## src/rtl/ec_core_pkg.sv

```systemverilog
// rtl/ec_core_pkg.sv - shared codes, state encoding and microword type for the Y-sequencer
package ec_core_pkg;

  localparam logic [2:0] Y_SET_Y     = 3'd0;
  localparam logic [2:0] Y_SET_S     = 3'd1;
  localparam logic [2:0] Y_SET_2     = 3'd2;
  localparam logic [2:0] Y_SET_A     = 3'd3;
  localparam logic [2:0] Y_SET_T     = 3'd4;
  localparam logic [2:0] Y_SET_CZ    = 3'd5;
  localparam logic [2:0] Y_SET_ECP1X = 3'd6;
  localparam logic [2:0] Y_SET_ECP1Y = 3'd7;

  localparam logic [1:0] CMD_CLR  = 2'd0;
  localparam logic [1:0] CMD_DBL  = 2'd1;
  localparam logic [1:0] CMD_ADD  = 2'd2;
  localparam logic [1:0] CMD_LOAD = 2'd3;

  localparam logic [1:0] MA_MUL = 2'd0;
  localparam logic [1:0] MA_ADD = 2'd1;
  localparam logic [1:0] MA_SUB = 2'd2;

  typedef enum logic [2:0] {
    ST_IDLE,
    ST_CLR,
    ST_LOAD,
    ST_START,
    ST_WAIT,
    ST_DONE
  } state_t;

  typedef struct packed {
    logic [2:0] yop;
    logic [1:0] maop;
    logic       last;
  } microword_t;

  function automatic microword_t mw(input logic [2:0] yop, input logic [1:0] maop,
                                    input logic last);
    microword_t w;
    w.yop  = yop;
    w.maop = maop;
    w.last = last;
    return w;
  endfunction

endpackage

```

## src/rtl/ec_core_yseq_if.sv

```systemverilog
// rtl/ec_core_yseq_if.sv - command, Y-register and modular-arithmetic handshake bundle
interface ec_core_yseq_if;
  logic       cmd_valid;
  logic [1:0] cmd_op;
  logic       cmd_ready;
  logic       abort;
  logic [2:0] y_op;
  logic       y_en;
  logic       y_clr;
  logic       ma_start;
  logic [1:0] ma_op;
  logic       ma_done;
  logic       busy;
  logic       done;
  logic       err;
  logic [1:0] step_idx;

  modport master (
    output cmd_valid, cmd_op, abort, ma_done,
    input  cmd_ready, y_op, y_en, y_clr, ma_start, ma_op, busy, done, err, step_idx
  );

  modport slave (
    input  cmd_valid, cmd_op, abort, ma_done,
    output cmd_ready, y_op, y_en, y_clr, ma_start, ma_op, busy, done, err, step_idx
  );
endinterface

```

## src/rtl/ec_core_yseq_rom.sv

```systemverilog
// rtl/ec_core_yseq_rom.sv - microcode table mapping (command, step) to a microword
module ec_core_yseq_rom
  import ec_core_pkg::*;
(
  input  logic [1:0] cmd_i,
  input  logic [1:0] step_i,
  output microword_t word_o
);

  always_comb begin
    word_o = mw(Y_SET_Y, MA_MUL, 1'b1);
    case ({cmd_i, step_i})
      {CMD_DBL, 2'd0}:  word_o = mw(Y_SET_2,     MA_MUL, 1'b0);
      {CMD_DBL, 2'd1}:  word_o = mw(Y_SET_A,     MA_ADD, 1'b0);
      {CMD_DBL, 2'd2}:  word_o = mw(Y_SET_CZ,    MA_MUL, 1'b0);
      {CMD_DBL, 2'd3}:  word_o = mw(Y_SET_T,     MA_SUB, 1'b1);
      {CMD_ADD, 2'd0}:  word_o = mw(Y_SET_ECP1X, MA_SUB, 1'b0);
      {CMD_ADD, 2'd1}:  word_o = mw(Y_SET_ECP1Y, MA_SUB, 1'b0);
      {CMD_ADD, 2'd2}:  word_o = mw(Y_SET_CZ,    MA_MUL, 1'b1);
      {CMD_LOAD, 2'd0}: word_o = mw(Y_SET_Y,     MA_MUL, 1'b0);
      {CMD_LOAD, 2'd1}: word_o = mw(Y_SET_S,     MA_MUL, 1'b1);
      default:          word_o = mw(Y_SET_Y,     MA_MUL, 1'b1);
    endcase
  end

endmodule

```

## src/rtl/ec_core_yseq.sv

```systemverilog
// rtl/ec_core_yseq.sv - micro-sequencer driving Y-register loads and modular-arithmetic steps
module ec_core_yseq
  import ec_core_pkg::*;
#(
  parameter int TIMEOUT_W = 10
) (
  input logic           clk,
  input logic           rst,
  ec_core_yseq_if.slave bus
);

  localparam logic [TIMEOUT_W-1:0] CNT_ONE  = {{(TIMEOUT_W-1){1'b0}}, 1'b1};
  localparam logic [TIMEOUT_W-1:0] CNT_LAST = {{(TIMEOUT_W-1){1'b1}}, 1'b0};

  state_t               state_q;
  logic [1:0]           cmd_q;
  logic [1:0]           step_q;
  logic [TIMEOUT_W-1:0] cnt_q;
  logic                 last_q;
  logic [2:0]           y_op_q;
  logic                 y_en_q;
  logic                 y_clr_q;
  logic                 ma_start_q;
  logic [1:0]           ma_op_q;
  logic                 done_q;
  logic                 err_q;
  logic                 busy_q;

  logic [1:0]           rom_cmd_d;
  logic [1:0]           rom_step_d;
  microword_t           rom_word;

  // Outputs are registered, so the ROM is addressed with the step about to be entered.
  always_comb begin
    rom_cmd_d  = cmd_q;
    rom_step_d = step_q;
    if (state_q == ST_IDLE) begin
      rom_cmd_d  = bus.cmd_op;
      rom_step_d = 2'd0;
    end else if (state_q == ST_WAIT) begin
      rom_step_d = step_q + 2'd1;
    end
  end

  ec_core_yseq_rom u_rom (
    .cmd_i  (rom_cmd_d),
    .step_i (rom_step_d),
    .word_o (rom_word)
  );

  always_ff @(posedge clk) begin
    if (rst) begin
      state_q    <= ST_IDLE;
      cmd_q      <= CMD_CLR;
      step_q     <= 2'd0;
      cnt_q      <= '0;
      last_q     <= 1'b0;
      y_op_q     <= 3'd0;
      y_en_q     <= 1'b0;
      y_clr_q    <= 1'b0;
      ma_start_q <= 1'b0;
      ma_op_q    <= 2'd0;
      done_q     <= 1'b0;
      err_q      <= 1'b0;
      busy_q     <= 1'b0;
    end else begin
      y_en_q     <= 1'b0;
      y_clr_q    <= 1'b0;
      ma_start_q <= 1'b0;
      done_q     <= 1'b0;
      err_q      <= 1'b0;
      if (state_q != ST_IDLE && bus.abort) begin
        state_q <= ST_IDLE;
        busy_q  <= 1'b0;
      end else begin
        case (state_q)
          ST_IDLE: begin
            if (bus.cmd_valid) begin
              cmd_q  <= bus.cmd_op;
              step_q <= 2'd0;
              busy_q <= 1'b1;
              if (bus.cmd_op == CMD_CLR) begin
                state_q <= ST_CLR;
                y_clr_q <= 1'b1;
              end else begin
                state_q <= ST_LOAD;
                y_en_q  <= 1'b1;
                y_op_q  <= rom_word.yop;
              end
            end
          end
          ST_CLR: begin
            state_q <= ST_DONE;
            done_q  <= 1'b1;
          end
          ST_LOAD: begin
            state_q    <= ST_START;
            ma_start_q <= 1'b1;
            ma_op_q    <= rom_word.maop;
            last_q     <= rom_word.last;
            cnt_q      <= '0;
          end
          ST_START: state_q <= ST_WAIT;
          ST_WAIT: begin
            if (bus.ma_done) begin
              if (last_q) begin
                state_q <= ST_DONE;
                done_q  <= 1'b1;
              end else begin
                state_q <= ST_LOAD;
                step_q  <= step_q + 2'd1;
                y_en_q  <= 1'b1;
                y_op_q  <= rom_word.yop;
              end
            end else if (cnt_q == CNT_LAST) begin
              state_q <= ST_DONE;
              done_q  <= 1'b1;
              err_q   <= 1'b1;
            end else begin
              cnt_q <= cnt_q + CNT_ONE;
            end
          end
          ST_DONE: begin
            state_q <= ST_IDLE;
            busy_q  <= 1'b0;
          end
          default: state_q <= ST_IDLE;
        endcase
      end
    end
  end

  assign bus.cmd_ready = (state_q == ST_IDLE);
  assign bus.y_op      = y_op_q;
  assign bus.y_en      = y_en_q;
  assign bus.y_clr     = y_clr_q;
  assign bus.ma_start  = ma_start_q;
  assign bus.ma_op     = ma_op_q;
  assign bus.busy      = busy_q;
  assign bus.done      = done_q;
  assign bus.err       = err_q;
  assign bus.step_idx  = step_q;

endmodule

```

## src/flat_wrapper.sv

```systemverilog
// flat-port wrapper written by rule: the top's interface ports become plain ports
module ec_core_yseq_flat import ec_core_pkg::*;
#(
  parameter int TIMEOUT_W = 10
)
  (clk, rst, bus_cmd_valid, bus_cmd_op, bus_abort, bus_ma_done, bus_cmd_ready, bus_y_op, bus_y_en, bus_y_clr, bus_ma_start, bus_ma_op, bus_busy, bus_done, bus_err, bus_step_idx);
  ec_core_yseq_if bus_i ();
  input logic clk;
  input logic rst;
  input wire logic [$bits(bus_i.cmd_valid)-1:0] bus_cmd_valid;
  input wire logic [$bits(bus_i.cmd_op)-1:0] bus_cmd_op;
  input wire logic [$bits(bus_i.abort)-1:0] bus_abort;
  input wire logic [$bits(bus_i.ma_done)-1:0] bus_ma_done;
  output wire logic [$bits(bus_i.cmd_ready)-1:0] bus_cmd_ready;
  output wire logic [$bits(bus_i.y_op)-1:0] bus_y_op;
  output wire logic [$bits(bus_i.y_en)-1:0] bus_y_en;
  output wire logic [$bits(bus_i.y_clr)-1:0] bus_y_clr;
  output wire logic [$bits(bus_i.ma_start)-1:0] bus_ma_start;
  output wire logic [$bits(bus_i.ma_op)-1:0] bus_ma_op;
  output wire logic [$bits(bus_i.busy)-1:0] bus_busy;
  output wire logic [$bits(bus_i.done)-1:0] bus_done;
  output wire logic [$bits(bus_i.err)-1:0] bus_err;
  output wire logic [$bits(bus_i.step_idx)-1:0] bus_step_idx;
  assign bus_i.cmd_valid = bus_cmd_valid;
  assign bus_i.cmd_op = bus_cmd_op;
  assign bus_i.abort = bus_abort;
  assign bus_i.ma_done = bus_ma_done;
  assign bus_cmd_ready = bus_i.cmd_ready;
  assign bus_y_op = bus_i.y_op;
  assign bus_y_en = bus_i.y_en;
  assign bus_y_clr = bus_i.y_clr;
  assign bus_ma_start = bus_i.ma_start;
  assign bus_ma_op = bus_i.ma_op;
  assign bus_busy = bus_i.busy;
  assign bus_done = bus_i.done;
  assign bus_err = bus_i.err;
  assign bus_step_idx = bus_i.step_idx;
  ec_core_yseq #(.TIMEOUT_W(TIMEOUT_W)) u_core (.clk(clk), .rst(rst), .bus(bus_i));
endmodule
```

## config.mk

```make
export PLATFORM = sky130hd
export DESIGN_NAME = ec_core_yseq_flat
export DESIGN_NICKNAME = d
export VERILOG_FILES = /design/src/rtl/ec_core_pkg.sv /design/src/rtl/ec_core_yseq_if.sv /design/src/rtl/ec_core_yseq_rom.sv /design/src/rtl/ec_core_yseq.sv /design/src/flat_wrapper.sv
export SDC_FILE = /design/constraint.sdc
export NUM_CORES = 1
export LEC_CHECK = 0
export ABC_CLOCK_PERIOD_IN_PS = 3400
export CELL_PAD_IN_SITES_DETAIL_PLACEMENT = 1
export CELL_PAD_IN_SITES_GLOBAL_PLACEMENT = 1
export CORE_MARGIN = 2
export CORE_UTILIZATION = 40
export CTS_BUF_LIST = sky130_fd_sc_hd__clkbuf_16
export CTS_CLUSTER_DIAMETER = 150
export DETAILED_ROUTE_END_ITERATION = 7
export PLACE_DENSITY_LB_ADDON = 0.1
export SETUP_SLACK_MARGIN = 0.4
export SLEW_MARGIN = 20
export SYNTH_ARGS = -nofsm -noshare
export SYNTH_HDL_FRONTEND = slang
export SYNTH_HIERARCHICAL = 1
export SYNTH_SLANG_ARGS = --single-unit
```

## constraint.sdc

```tcl
create_clock -name clk -period 3.4 [get_ports clk]
set_clock_uncertainty 0.1 [all_clocks]
set_input_delay 0.85 -clock clk [delete_from_list [all_inputs] [get_ports clk]]
set_output_delay 0.85 -clock clk [all_outputs]
set_load 0.05 [all_outputs]
```

Word level (Yosys, flattened, before mapping). Memory sizes are Yosys's and may differ from the RTL's. Index checks and enable logic that the tools add are counted.

Add/sub/neg operators: 2. Equality and inequality tests: 13. Muxes and demuxes: 34. Bitwise logic cells: 4. Reductions and logical operators: 17.

Operator list (number): 3-bit two-way mux (8); 10-bit two-way mux (2); 10-bit one-hot mux with 2 select lines (1); 3-bit one-hot mux with 5 select lines (1); 2-bit two-way mux (7); 2-bit != test (second input constant) (6); 10-bit by 1-bit adder with 10-bit output (second input constant) (1); 10-bit == test (second input constant) (1); 1-bit two-way mux (10); 4-bit OR reduction (2); 3-bit by 2-bit == test with 1-bit output (second input constant) (2); 3-bit == test (second input constant) (2); 1-bit one-hot mux with 2 select lines (3); 3-bit one-hot mux with 2 select lines (1); 2-bit AND reduction (3); 6-bit AND reduction (1); 2-bit nonzero test (3); 5-bit AND reduction (1); 1-bit inverter (4); 2-bit one-hot mux with 2 select lines (1); 4-bit AND reduction (1); 3-bit by 1-bit == test with 1-bit output (second input constant) (1); 3-bit zero test (1); 3-bit != test (second input constant) (1); other kinds (6) (6).

Register bits: 29. Bits in read-only memories: 96. Bits of input ports: 7. Output and inout bits: 14. Word-level logic and storage cells: 84. Memories kept: 1.

Memories: (name not given) (depth 16, bits a word 6, read ports 1, clocked after Yosys merged registers in 0, wr ports 0, line ec_core_yseq_rom.sv:12) `case ({cmd_i, step_i})`.

Longest topological paths before layout. Gate-level depths: netlist of the first run. An unclocked memory read counts as a cell.

Depth after elaboration: 7. Gate-level depth with buffers: 13. Mapped depth without buffers: 10.

By module. The synthesis of the first run kept the hierarchy.

Modules (own cells, without submodules): ec_core_yseq (instances 1, cells each 180, area an instance 1488.9 µm², sequential area each 580.6 µm²); ec_core_yseq_rom (instances 1, cells each 19, area an instance 136.4 µm², sequential area each 0.0 µm²).

Least setup slack after synthesis of the first run. Ideal clock, no wire load.

Path kind: register to register. Start: register u_core.state_q[2]. End: register u_core.last_q. Arrival: 2.342 ns. Data required time: 3.172 ns. Setup slack: 0.830 ns. Stages on the path, launching flop included: 8. Path buffers: 1. Clock period less this slack: 2.570 ns. Path through: dfxtp_1 > buf_2 > nor3_2 > mux2_2 > nor2b_1 > o32a_1 > a21oi_1 > nor2_1.

RTL lines: start: declaration (line ec_core_yseq.sv:15) `state_t state_q;`; start signal: assignment (line ec_core_yseq.sv:53) `state_q <= ST_IDLE;`; start signal: assignment (line ec_core_yseq.sv:73) `state_q <= ST_IDLE;`; start signal: assignment (line ec_core_yseq.sv:83) `state_q <= ST_CLR;`; end signal: assignment (line ec_core_yseq.sv:100) `last_q <= rom_word.last;`; end: declaration (line ec_core_yseq.sv:19) `logic last_q;`.

Worst setup path in the final report of the first run.
Start: register u_core.state_q[0]. End: output bus_cmd_ready.

Word-level cells in the longest chain between the ends: 1.

RTL lines: 3-bit zero test (line ec_core_yseq.sv:133) `assign bus.cmd_ready = (state_q == ST_IDLE);`; end: declaration (line flat_wrapper.sv:14) `output wire logic [$bits(bus_i.cmd_ready)-1:0] bus_cmd_ready;`.

No other way between the ends.

==> reports/results.tsv, run 1 <==
metric	value	unit
Synth async-reset ratio	0	%
Seq/Total Area, Yosys	35.7	%
chip width	67.7	microns
Area Growth Syn to Fin	22.9	%
r2r endpoint	u_core/bus.y_op[0]$_SDFFE_PP0P_	
CP max FO	14	
max-cap viol count	0	
CTS sink cnt	29	
fill count	457	
area of the die	4590	sq um
CP Buf/Inv Count	2	
worst relative slew slack	64.2	%
crit path kind	reg -> out	
Clk Latency, worst-skew pair	0.28	ns
Sw Share	31.6	%
Setup TNS	0	ns
nets	232	
antenna violations before repair	0	
FF-to-FF setup slack	0.68	ns
CTS H-Tree Depth	2	
TritonRoute pass-1 iters	4	
CTS tree	done	
drt wl/cell	16.8	microns
commonest cells after routing, fill and taps aside	dfxtp_1 (29), clkdlybuf4s50_1 (20), a21oi_1 (17), nor2_1 (15)	
synthesized net count	212	
static leakage power	0.704	nW
crit-path leading delay family	buffers and inverters	
layout cells sized above 1	6.39	%
hpwl dp	3280	microns
pin count of the biggest net entering global routing	17	
commonest non-fill, non-tap cell in the layout	dfxtp_1	
Hold Vio Cnt, Final	0	
DR iter-0 viols	104	
required time of the worst setup path	2.45	ns
crit path time final	2.85	ns
Hold EP	u_core/bus.busy$_SDFFE_PP0P_	
worst min path class	reg -> reg	
post-synth cell types	44	
Ports	21	
Crit-path slowest cell	clkdlybuf4s50_1	
number of enable flip-flop cells after synthesis	0	
Bufs on Longest Clock Path	2	
Synth Instances	199	
placed cell count	262	
Int Power	0.000729	W
part of the power in combinational logic	26.0	%
Worst setup SP type	flop	
Non-Filler Instances	269	
RSZ-0062 raised after global routing	false	
WL final	4510	microns
Routed Antenna Nets	0	
Worst Hold Depth	2	
Synth Register Bits	29	
peak supply drop	0.305	mV
aggregate global-route resource usage	21.9	%
initial core utilization	41.2	%
Synth Flop Type	dfxtp_1	
CP Capture Type	output pin	
Worst-path clk slew	0.05	ns
clock group share of total power	37.9	%
Worst-Margin Slew	0.533	ns
area of the core	3940	sq um
Power Dens Cells	533	nW/um^2
CTS resizes	0	
Ys Warns	6	
fin crit share	83.7	%
Seq pwr share	36.1	%
grt total ovfl	0	
Slew Viols, Final	0	
crit path DAT	1.90	ns
Switch Pwr	0.000337	W
Final setup viols	0	
top achievable clock speed	0.351	GHz
post-CTS setup buffer count	0	
Chip Height	67.7	microns
Crit path largest cell delay	0.81	ns
Post-CTS Hold Fix Bufs	0	
first-pass GRT wire length	7420	microns
status	completed	
via-per-instance ratio	5.75	
Mean Syn Cell Area	8.17	sq um
Antenna Diode Count	0	
Row Count	23	
vias in the first global route	1521	
origin of the critical flop-to-flop path	u_core/state_q[2]$_SDFFE_PP0P_	
root buffer cell	clkbuf_16	
worst-case reg-to-reg path depth	10	
Post-route DRC	0	
number of CTS-inserted buffers	5	
I/O Buffers	20	
hold path startpoint	u_core/bus.busy$_SDFFE_PP0P_	
critical path cell sequence	nor3_2 -> buf_4 -> clkdlybuf4s50_1	
Mapped Area	1630	sq um
routability cong.	0.799	
total number of vias	1547	
## layer usage
layer | global-route usage (%) | share of wire [%] | up-vias
met4 | 6.89 | 1.2 | 0
li1 | - | - | 771
met1 | 26.3 | 45 | 755
met2 | 38.4 | 51 | 15
met5 | 0 | 0 | -
met3 | 5.00 | 2.4 | 6
## kinds of logic (layout without fill, tap and decap cells)
group / Yosys count / after routing / synth area share, %
buffers and inverters: 22 / 42 / 5.77
AOI/OAI and AO/OA: 56 / 56 / 22.2
and+or+nand+nor: 79 / 79 / 27.3
DFF: 29 / 29 / 35.7
adders and majority gates: 6 / 6 / 4.62
muxes: 7 / 7 / 4.46
## flip-flops by register name (all words and copies together), names as in the netlist
register	cells
u_core/bus.step_idx	2
u_core/bus.y_clr	1
u_core/cnt_q	10
u_core/bus.ma_op	2
u_core/bus.busy	1
u_core/last_q	1
u_core/bus.ma_start	1
u_core/bus.y_op	3
u_core/state_q	3
u_core/bus.done	1
u_core/bus.y_en	1
u_core/cmd_q	2
u_core/bus.err	1
## final cells by class
| cell class | count | area [sq um] | share of cell area, % |
|---|---|---|---|
| inverter | 11 | 41.3 | 2.07 |
| sequential | 29 | 581 | 29.1 |
| multi-input combinational | 148 | 951 | 47.6 |
| clock buffer | 5 | 125 | 6.26 |
| tap | 50 | 62.6 | 3.13 |
| clock inverter | 2 | 7.51 | 0.376 |
| timing repair buffer | 24 | 230 | 11.5 |
## power groups by stage
stage                     combinational, W  clock, W  sequential, W
after global routing              0.000300  0.000432       0.000388
after CTS                         0.000277  0.000413       0.000384
after global placement            0.000269         0       0.000390
after detailed placement          0.000274         0       0.000391
final                             0.000277  0.000404       0.000385
after floorplan                   0.000168         0       0.000415
## stage by stage
stage | setup slack [ns] | util [%] | area (sq um) | hold slack [ns] | power [W]
floorplan | 0.830 | - | 1630 | 0.341 | 0.000583
global placement | 0.606 | 47.3 | 1870 | 0.351 | 0.000659
detailed placement | 0.564 | 47.3 | 1870 | 0.355 | 0.000665
CTS | 0.545 | 50.7 | 2000 | 0.364 | 0.00107
global route | 0.490 | 50.7 | 2000 | 0.395 | 0.00112
finish | 0.555 | 50.7 | 2000 | 0.362 | 0.00107
## synthesized netlist by cell type, types with 6 or more instances
cell type | n | area (sq um)
o311ai_0 | 6 | 52.6
nor2b_1 | 8 | 50.1
nand3_1 | 9 | 45.0
a21oi_1 | 17 | 85.1
nor2_1 | 15 | 56.3
dfxtp_1 | 29 | 581
nand2_1 | 11 | 41.3
nor3_1 | 8 | 40.0
inv_1 | 11 | 41.3
ha_1 | 6 | 75.1
o21ai_0 | 12 | 60.1
clkbuf_1 | 7 | 26.3
## worst min-delay path, delay by kind of cell, from the launching register on
kind	cells	cell delay, ns
flip-flops	1	0.30
AO/OA/AOI/OAI	1	0.06
AND/OR/NAND/NOR	1	0.05
## how the worst max path moves through the flow
stage                              startpoint                             endpoint  cells past startpoint
6_report       u_core/state_q[0]$_SDFFE_PP0P_                        bus_cmd_ready                      3
5_1_grt        u_core/state_q[0]$_SDFFE_PP0P_                        bus_cmd_ready                      3
4_1_cts        u_core/state_q[0]$_SDFFE_PP0P_                        bus_cmd_ready                      3
3_5_place_dp                      bus_ma_done  u_core/bus.step_idx[1]$_SDFFE_PP0P_                      5
3_3_place_gp                      bus_ma_done  u_core/bus.step_idx[1]$_SDFFE_PP0P_                      5
2_1_floorplan  u_core/state_q[2]$_SDFFE_PP0P_           u_core/last_q$_SDFFE_PP0P_                      7
(Power assumes the default switching activity.)
==> inputs of run 2 (changes only) <==
--- a/config.mk
+++ b/config.mk
@@ -5,11 +5,11 @@
 export SDC_FILE = /design/constraint.sdc
 export NUM_CORES = 1
 export LEC_CHECK = 0
-export ABC_CLOCK_PERIOD_IN_PS = 3400
+export ABC_CLOCK_PERIOD_IN_PS = 2300
 export CELL_PAD_IN_SITES_DETAIL_PLACEMENT = 1
 export CELL_PAD_IN_SITES_GLOBAL_PLACEMENT = 1
 export CORE_MARGIN = 2
-export CORE_UTILIZATION = 40
+export CORE_UTILIZATION = 36
 export CTS_BUF_LIST = sky130_fd_sc_hd__clkbuf_16
 export CTS_CLUSTER_DIAMETER = 150
 export DETAILED_ROUTE_END_ITERATION = 7
==> constraint.sdc (replaced) <==
create_clock -name clk -period 2.3 [get_ports clk]
set_clock_uncertainty 0.1 [all_clocks]
set_input_delay 0.575 -clock clk [delete_from_list [all_inputs] [get_ports clk]]
set_output_delay 0.575 -clock clk [all_outputs]
set_load 0.05 [all_outputs]
==> run 2 against run 1 <==
  * Sequential power grew 43%
  * Cell area grew 23%
  * Die area grew 10%
  * Critical path type is now reg -> reg
  * Worst hold slack gained 0.018 ns
==> reports/results.tsv, run 2 (synthesis results as in run 1) <==
metric	value	unit	change
status	completed		unchanged
Hold EP	u_core/bus.y_op[0]$_SDFFE_PP0P_		was u_core/bus.busy$_SDFFE_PP0P_
area of the core	4350	sq um	was 3940 sq um
placed cell count	281		was 262
Biggest register	u_core/cnt_q		unchanged
via-per-instance ratio	5.85		was 5.75
chip width	71.2	microns	was 67.7 microns
setup ws final	0.147	ns	was 0.555 ns
Final setup viols	0		unchanged
Bufs on Longest Clock Path	2		unchanged
Worst-path clk slew	0.05	ns	about the same
I/O Buffers	20		unchanged
Slew Viols, Final	0		unchanged
Worst setup SP type	flop		unchanged
pre-CTS setup slack	-0.0642	ns	was 0.564 ns
CTS tree	done		unchanged
initial core utilization	37.3	%	was 41.2%
CTS sink cnt	29		unchanged
pin count of the biggest net entering global routing	16		was 17
drt wl/cell	19.2	microns	was 16.8 microns
DR iter-0 viols	82		was 104
aggregate global-route resource usage	22.9	%	was 21.9%
worst min path class	reg -> reg		unchanged
met3 wire length	136	microns	was 109 microns
Worst-Margin Slew	0.513	ns	was 0.533 ns
Power Dens Cells	731	nW/um^2	was 533 nW/um^2
total number of vias	1766		was 1547
area of the die	5070	sq um	was 4590 sq um
Routed Antenna Nets	0		unchanged
first-pass GRT wire length	8990	microns	was 7420 microns
vias in the first global route	1832		was 1521
commonest cells after routing, fill and taps aside	buf_4 (28), dfxtp_1 (25), a21oi_1 (15), dlygate4sd2_1 (14), nor2_1 (13)		was dfxtp_1 (29), clkdlybuf4s50_1 (20), a21oi_1 (17), nor2_1 (15)
fill count	507		was 457
Post-route DRC	0		unchanged
final hold slack	0.380	ns	was 0.362 ns
number of CTS-inserted buffers	5		unchanged
antenna violations before repair	0		unchanged
Antenna Diode Count	0		unchanged
worst-case reg-to-reg path depth	10		unchanged
CTS H-Tree Depth	2		unchanged
RSZ-0062 raised after global routing	true		was false
commonest non-fill, non-tap cell in the layout	buf_4		was dfxtp_1
Area Growth Syn to Fin	50.8	%	was 22.9%
met2 wire len	3040	microns	was 2300 microns
hold path startpoint	u_core/bus.y_op[0]$_SDFFE_PP0P_		was u_core/bus.busy$_SDFFE_PP0P_
crit path kind	reg -> reg		was reg -> out
Worst Hold Depth	2		unchanged
Chip Height	71.2	microns	was 67.7 microns
nets	263		was 232
top achievable clock speed	0.464	GHz	
FF-to-FF setup slack	0.15	ns	was 0.68 ns
hpwl dp	3710	microns	was 3280 microns
Hold Vio Cnt, Final	0		unchanged
routability cong.	0.795		was 0.799
CP max FO	3		was 14
crit path time final	2.15	ns	
Non-Filler Instances	302		was 269
highest routed layer	met4		unchanged
static leakage power	0.963	nW	was 0.704 nW
number of flip-flops under the largest register name	10		unchanged
peak supply drop	0.419	mV	was 0.305 mV
root buffer cell	clkbuf_16		unchanged
crit path DAT	2.26	ns	was 1.90 ns
r2r endpoint	u_core/bus.y_op[0]$_SDFFE_PP0P_		unchanged
worst relative slew slack	65.9	%	was 64.2%
Post-Route M1 WL	2530	microns	was 2040 microns
origin of the critical flop-to-flop path	u_core/state_q[1]$_SDFFE_PP0P_		was u_core/state_q[2]$_SDFFE_PP0P_
layout cells sized above 1	32.4	%	was 6.39%
grt total ovfl	0		unchanged
TritonRoute pass-1 iters	5		was 4
WL final	5810	microns	was 4510 microns
max-cap viol count	0		unchanged
Post-CTS Hold Fix Bufs	0		unchanged
CP Capture Type	flop		was output pin
fin crit share	93.6	%	
Row Count	24		was 23
Clk Latency, worst-skew pair	0.28	ns	about the same
Ports	21		unchanged
required time of the worst setup path	2.41	ns	was 2.45 ns
==> run 2: report_power, final <==
group	switching, W	total [W]	internal [W]
combinational	0.000351	0.000629	0.000278
sequential	0.0000170	0.000552	0.000535
clock	0.000224	0.000610	0.000386
total	0.000592	0.00179	0.00120
==> run 2: layer usage <==
layer,GRT usage (%),vias to the layer above
met1,27.6,896
met5,0,-
met2,38.5,25
met3,5.41,8
li1,-,837
met4,10.3,0
==> run 2: timing repair <==
| action | 4_1_cts | 5_1_grt |
|---|---|---|
| resized for setup | 44 | 24 |
| pin swaps | 7 | 12 |
| buffers inserted | 8 | 5 |
| cloned | 0 | 1 |
| endpoints found under the hold margin | 0 | 0 |
| setup endpoints to repair | 33 | 18 |
==> run 2: layout make-up <==
cell class	instances	area (sq um)	share of cell area [%]
Clock inverter	2	7.51	0.306
Sequential cell	29	586	23.9
Inverter	11	47.5	1.94
Clock buffer	5	125	5.10
Timing Repair Buffer	54	465	19.0
Tap cell	52	65.1	2.65
Multi-Input combinational cell	149	1150	47.1
==> run 2: worst max-delay path, stage by stage, from the launching register on <==
cell     delay, ns
dfxtp_2       0.33
or3b_4        0.43
inv_4         0.08
ha_4          0.20
nor2_4        0.14
inv_2         0.07
ha_4          0.26
mux2i_1       0.06
o22ai_1       0.16
nand3_1       0.10
a21oi_1       0.14
==> run 2: worst max-delay path by stage <==
stage,startpoint,endpoint,slack (ns),depth (start not counted)
2_1_floorplan,u_core/state_q[1]$_SDFFE_PP0P_,u_core/bus.y_op[0]$_SDFFE_PP0P_,0.02,13
3_3_place_gp,bus_ma_done,u_core/bus.step_idx[1]$_SDFFE_PP0P_,-0.03,6
3_5_place_dp,bus_ma_done,u_core/bus.y_op[1]$_SDFFE_PP0P_,-0.06,7
4_1_cts,u_core/state_q[1]$_SDFFE_PP0P_,u_core/bus.y_op[0]$_SDFFE_PP0P_,0.20,10
5_1_grt,u_core/state_q[1]$_SDFFE_PP0P_,u_core/bus.y_op[0]$_SDFFE_PP0P_,0.08,10
6_report,u_core/state_q[1]$_SDFFE_PP0P_,u_core/bus.y_op[0]$_SDFFE_PP0P_,0.15,10
==> run 2: per-stage QoR <==
step	power [W]	utilization, %	setup TNS (ns)	instance area (sq um)
2_1_floorplan	0.000883	-	0	1680
3_3_place_gp	0.00105	46.7	-0.0782	2030
3_5_place_dp	0.00106	46.7	-0.176	2030
4_1_cts	0.00173	53.1	0	2310
5_1_grt	0.00186	56.3	0	2450
6_report	0.00179	56.3	0	2450
